===== config.mk =====
export PLATFORM = sky130hd
export DESIGN_NAME = reload_param_loader
export DESIGN_NICKNAME = d
export VERILOG_FILES = /design/src/rtl/reload_pkg.sv /design/src/rtl/reload_watchdog.sv /design/src/rtl/reload_param_loader.sv
export SDC_FILE = /design/constraint.sdc
export NUM_CORES = 1
export LEC_CHECK = 0
export ABC_AREA = 1
export CAP_MARGIN = 0
export CORE_ASPECT_RATIO = 1.5
export CORE_MARGIN = 5
export CORE_UTILIZATION = 35
export DETAILED_ROUTE_END_ITERATION = 7
export PLACE_DENSITY = 0.65
export RECOVER_POWER = 50
export SLEW_MARGIN = 20
export SYNTH_ARGS = -nofsm -noshare
export SYNTH_HDL_FRONTEND = slang
export SYNTH_SLANG_ARGS = --single-unit

===== constraint.sdc =====
create_clock -name sysclk -period 4.3 [get_ports sysclk]
set_input_delay 0.86 -clock sysclk [delete_from_list [all_inputs] [get_ports sysclk]]
set_output_delay 0.86 -clock sysclk [all_outputs]
set_load 0.01 [all_outputs]

===== src/rtl/reload_pkg.sv =====
// Shared types and constants for the reload parameter loader.
package reload_pkg;

    typedef enum logic [1:0] {
        IDLE    = 2'd0,
        COLLECT = 2'd1,
        CHECK   = 2'd2
    } state_t;

    localparam logic [3:0] IDX_HDR  = 4'd0;
    localparam logic [3:0] IDX_OFS0 = 4'd1;
    localparam logic [3:0] IDX_OFS1 = 4'd2;
    localparam logic [3:0] IDX_OFS2 = 4'd3;
    localparam logic [3:0] IDX_OFS3 = 4'd4;
    localparam logic [3:0] IDX_PRG0 = 4'd5;
    localparam logic [3:0] IDX_PRG1 = 4'd6;
    localparam logic [3:0] IDX_CHR0 = 4'd7;
    localparam logic [3:0] IDX_CHR1 = 4'd8;
    localparam logic [3:0] IDX_CKS  = 4'd9;

    localparam int STAT_BUSY        = 7;
    localparam int STAT_ERR_CKSUM   = 6;
    localparam int STAT_ERR_TIMEOUT = 5;

    localparam int CTRL_ABORT  = 0;
    localparam int CTRL_CLRERR = 1;

    function automatic logic [7:0] pack_status(input logic busy, input logic err_cksum,
                                               input logic err_timeout, input logic [3:0] cnt);
        logic [7:0] s;
        s = {4'b0000, cnt};
        s[STAT_BUSY]        = busy;
        s[STAT_ERR_CKSUM]   = err_cksum;
        s[STAT_ERR_TIMEOUT] = err_timeout;
        return s;
    endfunction

endpackage


===== src/rtl/reload_watchdog.sv =====
// Inter-byte watchdog: counts enables, saturates at all-ones and flags expiry there.
module reload_watchdog #(
    parameter int TIMEOUT_W = 16
) (
    input  logic sysclk,
    input  logic reset,
    input  logic clear,
    input  logic count_en,
    output logic expired
);

    logic [TIMEOUT_W-1:0] count;

    assign expired = &count;

    always_ff @(posedge sysclk or negedge reset) begin
        if (!reset) begin
            count <= '0;
        end else if (clear) begin
            count <= '0;
        end else if (count_en && !expired) begin
            count <= count + TIMEOUT_W'(1);
        end
    end

endmodule


===== src/rtl/reload_param_loader.sv =====
// Captures a streamed parameter block, validates it and commits it atomically.
// States: IDLE waits for the header | COLLECT gathers bytes | CHECK validates for one cycle.
module reload_param_loader
    import reload_pkg::*;
#(
    parameter logic [4:0]  DATA_ADDR       = 5'h18,
    parameter logic [4:0]  CTRL_ADDR       = 5'h19,
    parameter int          MAPPER_W        = 4,
    parameter logic [15:0] PRG_LEN_DEFAULT = 16'd64,
    parameter logic [15:0] CHR_LEN_DEFAULT = 16'd16,
    parameter bit          CHECKSUM_EN     = 1'b1,
    parameter int          TIMEOUT_W       = 16
) (
    input  logic                sysclk,
    input  logic                reset,
    input  logic                cpu_clock,
    input  logic                rld_cs,
    input  logic [4:0]          ioreg_addr,
    input  logic [7:0]          ioreg_datain,
    input  logic                ioreg_wr,
    input  logic                reload,
    output logic [7:0]          ioreg_dataout,
    output logic                ioreg_oe,
    output logic                load_dump,
    output logic [MAPPER_W-1:0] mapper_type,
    output logic                solder_mirror,
    output logic [31:0]         dump_offset,
    output logic [15:0]         dump_prg_len,
    output logic [15:0]         dump_chr_len,
    output logic                load_error
);

    localparam logic [3:0] LAST_IDX = CHECKSUM_EN ? IDX_CKS : IDX_CHR1;

    state_t        state;
    logic [3:0]    byte_cnt;
    logic [7:0]    sum;
    logic [MAPPER_W:0] shadow_hdr;
    logic [31:0]   shadow_ofs;
    logic [15:0]   shadow_prg;
    logic [15:0]   shadow_chr;
    logic          commit_req;
    logic          err_cksum;
    logic          err_timeout;
    logic          wd_expired;

    logic wr_d, wr_c, abort, sum_ok;

    assign wr_d   = cpu_clock & rld_cs & ioreg_wr & (ioreg_addr == DATA_ADDR);
    assign wr_c   = cpu_clock & rld_cs & ioreg_wr & (ioreg_addr == CTRL_ADDR);
    assign abort  = wr_c & ioreg_datain[CTRL_ABORT];
    assign sum_ok = !CHECKSUM_EN || (sum == 8'd0);

    reload_watchdog #(.TIMEOUT_W(TIMEOUT_W)) u_watchdog (
        .sysclk   (sysclk),
        .reset    (reset),
        .clear    ((state != COLLECT) | wr_d | reload | abort),
        .count_en (cpu_clock & (state == COLLECT)),
        .expired  (wd_expired)
    );

    always_ff @(posedge sysclk or negedge reset) begin
        if (!reset) begin
            state         <= IDLE;
            byte_cnt      <= 4'd0;
            sum           <= 8'd0;
            shadow_hdr    <= '0;
            shadow_ofs    <= 32'd0;
            shadow_prg    <= 16'd0;
            shadow_chr    <= 16'd0;
            commit_req    <= 1'b0;
            mapper_type   <= '0;
            solder_mirror <= 1'b0;
            dump_offset   <= 32'd0;
            dump_prg_len  <= PRG_LEN_DEFAULT;
            dump_chr_len  <= CHR_LEN_DEFAULT;
            load_dump     <= 1'b0;
            err_cksum     <= 1'b0;
            err_timeout   <= 1'b0;
        end else begin
            load_dump  <= 1'b0;
            commit_req <= 1'b0;
            if (reload) begin
                state         <= IDLE;
                byte_cnt      <= 4'd0;
                sum           <= 8'd0;
                shadow_hdr    <= '0;
                shadow_ofs    <= 32'd0;
                shadow_prg    <= 16'd0;
                shadow_chr    <= 16'd0;
                mapper_type   <= '0;
                solder_mirror <= 1'b0;
                dump_offset   <= 32'd0;
                dump_prg_len  <= PRG_LEN_DEFAULT;
                dump_chr_len  <= CHR_LEN_DEFAULT;
                load_dump     <= 1'b1;
            end else begin
                // Commit lands one edge after CHECK so the pulse and outputs move together.
                if (commit_req) begin
                    mapper_type   <= shadow_hdr[MAPPER_W-1:0];
                    solder_mirror <= shadow_hdr[MAPPER_W];
                    dump_offset   <= shadow_ofs;
                    dump_prg_len  <= shadow_prg;
                    dump_chr_len  <= shadow_chr;
                    load_dump     <= 1'b1;
                end
                case (state)
                    IDLE: begin
                        if (wr_d) begin
                            shadow_hdr <= ioreg_datain[MAPPER_W:0];
                            sum        <= ioreg_datain;
                            byte_cnt   <= 4'd1;
                            state      <= COLLECT;
                        end
                    end
                    COLLECT: begin
                        if (wd_expired) begin
                            state       <= IDLE;
                            byte_cnt    <= 4'd0;
                            sum         <= 8'd0;
                            shadow_hdr  <= '0;
                            shadow_ofs  <= 32'd0;
                            shadow_prg  <= 16'd0;
                            shadow_chr  <= 16'd0;
                            err_timeout <= 1'b1;
                        end else if (wr_d) begin
                            case (byte_cnt)
                                IDX_OFS0: shadow_ofs[7:0]   <= ioreg_datain;
                                IDX_OFS1: shadow_ofs[15:8]  <= ioreg_datain;
                                IDX_OFS2: shadow_ofs[23:16] <= ioreg_datain;
                                IDX_OFS3: shadow_ofs[31:24] <= ioreg_datain;
                                IDX_PRG0: shadow_prg[7:0]   <= ioreg_datain;
                                IDX_PRG1: shadow_prg[15:8]  <= ioreg_datain;
                                IDX_CHR0: shadow_chr[7:0]   <= ioreg_datain;
                                IDX_CHR1: shadow_chr[15:8]  <= ioreg_datain;
                                default: ;
                            endcase
                            sum      <= sum + ioreg_datain;
                            byte_cnt <= byte_cnt + 4'd1;
                            if (byte_cnt == LAST_IDX) begin
                                state <= CHECK;
                            end
                        end
                    end
                    CHECK: begin
                        state    <= IDLE;
                        byte_cnt <= 4'd0;
                        if (sum_ok) begin
                            commit_req <= 1'b1;
                            err_cksum  <= 1'b0;
                        end else begin
                            err_cksum  <= 1'b1;
                        end
                    end
                    default: begin
                        state    <= IDLE;
                        byte_cnt <= 4'd0;
                    end
                endcase
                if (abort) begin
                    state      <= IDLE;
                    byte_cnt   <= 4'd0;
                    commit_req <= 1'b0;
                end
                if (wr_c && ioreg_datain[CTRL_CLRERR]) begin
                    err_cksum   <= 1'b0;
                    err_timeout <= 1'b0;
                end
            end
        end
    end

    assign ioreg_oe      = rld_cs & ~ioreg_wr & (ioreg_addr == CTRL_ADDR);
    assign ioreg_dataout = ioreg_oe ? pack_status(state != IDLE, err_cksum, err_timeout, byte_cnt)
                                    : 8'h00;
    assign load_error    = err_cksum | err_timeout;

endmodule


==> impl_metrics.toml <==
[synthesis]
synth.top_cells.by_area = "dfrtp_1, nand2_1, a22o_1"
syn-num-nets = 866
synth_ff_type = "dfrtp_1"
synth_top_area_cell = "dfrtp_1"
seq_area_frac_synth_pct = 55.2
avgSynthCellArea_um2 = 9.36
synth_edf_count = 0
syn_inst = 834
yosysWarnings = 0
netlist_area_um2 = 7810
yosys_register_bits = 172
yosysUniqueCellTypes = 44
synth_top_area_share_pct = 54.5
async_flop_share_pct = 100

[die]
initial_utilization_pct = 35.3
dieWidth_um = 132
die_h_um = 193
die-area_um2 = 25500
ios = 99
core_area_um2 = 22100
num_rows = 67

[routing]
vias = 6085
ant_nets = 0
vias_per_cell = 4.98
first_pass_iters = 5
wire_per_inst_um = 15.6
routed_wl_um = 19000
drt_iter0_markers = 354
drc = 0

[flow_run]
max-cap-violations = 2

[worst_setup_path]
worstPathArrival_ps = 2820
critical_path.startpoint = "ioreg_addr[3]"
critPathKind = "in2out"
cp-end-kind = "output pin"
r2r-start = "u_watchdog.count[0]"
critPathLaunchType = "primary input"
cp.required_ps = 3440
crit_fanout = 7

[status]
violations = "max-capacitance violations, max-slew violations"
status = "complete, but fails checks"

[cells_and_area]
fillerInstances = 2146
antenna_cells = 0
fin_area_um2 = 9680
nets = 964
multi_input_area_um2 = 3180
seq_area_um2 = 4310
final_layout_size_suffix_gt1_share_pct = 8.25
area_delta_synth_final_pct = 24.0

[grt]
track_usage_pct = 15.2
grt_max_degree = 111
grt_pass1_wl_um = 31500
grt_overflow_total = 0
grt_pass1_vias = 6078
antenna_found_initial = 0

[clocking]
postCtsHoldBufs = 0
cts.sinks = 172
tritoncts = "done"
postCtsResizedCells = 0
insertion_delay_ps = 430
htree_levels = 4
post_cts_buffers = 0
clk_pin_slew_ps = 60
cts-buffers-inserted = 17
clk_path_buf_depth = 2
cts_root_buffer = "clkbuf_16"

[hold_path]
min_from = "shadow_ofs[9]"
min_path_type = "reg2reg"

[placement]
dp_hpwl_um = 13700
place_ws_ps = 641
postPlaceCellArea_um2 = 9090
portBuffers = 97
gp_congestion = 0.795

[timing]
fin_ws_ps = 617
max-slew-margin-rel_pct = -83.8
skew_ps = 11.5
period_share_pct = 85.7
hold_viol = 0
fmaxAchievable_ghz = 0.271
worstMarginPinSlew_ps = 2760
rsz0062_at_grt = "false"
drv_slew = 133
tns_ps = 0
fin_crit_ps = 3680
setup_viol = 0

[pwr]
ir_worst_vdd_v = 0.000326
pwr_density_cell_nw_per_um2 = 460
cellLeakagePower_nw = 4.66
## critical path: stages
cell and delay (ps):
dlygate4sd3_1 550, nand2_1 60, nor2_1 190, nand2_1 110, nor3_1 200, inv_1 170, a21oi_1 140, clkdlybuf4s50_1 550
## registers in the layout, indices dropped and copies added (netlist names)
name              flops
byte_cnt              4
commit_req            1
dump_chr_len         16
dump_offset          32
dump_prg_len         16
err_cksum             1
err_timeout           1
load_dump             1
mapper_type           4
shadow_chr           16
shadow_hdr            5
shadow_ofs           32
shadow_prg           16
solder_mirror         1
state                 2
sum                   8
u_watchdog.count     16
## power by group
| part | internal (mW) | switching, mW |
|---|---|---|
| Clock | 0.891 | 0.711 |
| Sequential | 1.83 | 0.151 |
| Combinational | 0.290 | 0.573 |
## placed cells by master (no fill, tap or decap), types with 3 or more instances in the layout
| cell type | netlist | final |
|---|---|---|
| xnor2_1 | 5 | 5 |
| ha_1 | 12 | 12 |
| nand2_1 | 244 | 244 |
| nand2_2 | 4 | 4 |
| inv_8 | 0 | 4 |
| o21ai_0 | 12 | 12 |
| nand4_1 | 8 | 9 |
| nor2_4 | 9 | 9 |
| o21ai_1 | 8 | 8 |
| a22o_1 | 66 | 66 |
| inv_6 | 0 | 3 |
| inv_2 | 5 | 6 |
| clkdlybuf4s50_1 | 0 | 83 |
| inv_1 | 38 | 37 |
| o31ai_1 | 4 | 4 |
| a21oi_1 | 18 | 18 |
| nand3_1 | 95 | 95 |
| clkbuf_16 | 0 | 17 |
| nor2_2 | 4 | 4 |
| nor2_1 | 60 | 60 |
| nand2_4 | 6 | 6 |
| nor3_1 | 8 | 8 |
| clkbuf_2 | 0 | 3 |
| dlygate4sd3_1 | 0 | 13 |
| buf_4 | 3 | 3 |
| xor2_1 | 7 | 7 |
| dfrtp_1 | 170 | 170 |
| clkinv_4 | 0 | 4 |
## cell usage after synthesis (2+ instances only)
cell / number
buf_2: 12
a22o_1: 66
nand2_2: 4
o22ai_1: 2
o21ai_1: 8
buf_4: 3
inv_1: 38
xor2_1: 7
inv_4: 2
nor3_1: 8
nor2_1: 60
clkbuf_1: 7
nor2_4: 9
dfrtp_1: 170
inv_2: 5
nand2_1: 244
a21oi_1: 18
o21ai_0: 12
o22a_1: 2
nand2_4: 6
nand3_1: 95
o31ai_1: 4
nand4_1: 8
nor2_2: 4
ha_1: 12
a31oi_4: 2
buf_1: 4
dfstp_2: 2
xnor2_1: 5
## metal layers
layer / part of all wire, % / global-route usage (%) / vias to the layer above
li1: - / - / 3010
met1: 42 / 18.4 / 2918
met2: 52 / 27.3 / 132
met3: 3.8 / 2.48 / 25
met4: 1.8 / 5.90 / 0
met5: 0 / 0 / -
## cell type report
| class | count | share of cell area [%] |
|---|---|---|
| clock inverters | 15 | 2.06 |
| flip-flops and latches | 172 | 44.5 |
| clock buffers | 17 | 4.40 |
| multi-input cells | 589 | 32.8 |
| inverters | 46 | 1.84 |
| well taps | 276 | 3.57 |
| repair buffers | 106 | 10.8 |
## final timing paths
path / cells past startpoint / endpoint / slack [ps]
min in group asynchronous: 1 / dump_prg_len[14] / 1270
worst max-delay path: 8 / ioreg_dataout[7] / 620
worst min-delay path: 2 / shadow_ofs[9] / 470
worst min register to register: 2 / shadow_ofs[9] / 470
max in group asynchronous: 2 / dump_chr_len[2] / 1160
worst max register to register: 11 / shadow_chr[14] / 1920
## through the flow
step,power [mW],std cells,hold slack [ps],utilization [%]
final,4.45,1221,473,43.7
after global placement,2.87,1189,455,41.1
after global routing,4.72,1221,487,43.7
after CTS,4.49,1221,477,43.9
after detailed placement,2.89,1189,460,41.1
after floorplan,2.61,834,442,-
## cells by family after synthesis
family	count (synthesis)	share of synthesized area [%]
buffers and inverters	73	4.05
adders and majority gates	13	2.18
AOI/OAI and AO/OA	118	11.6
other	1	0.0480
DFF	172	55.2
xor gates and xnor gates	12	1.35
and+or+nand+nor	445	25.7
Power figures use the tool's default switching activity.
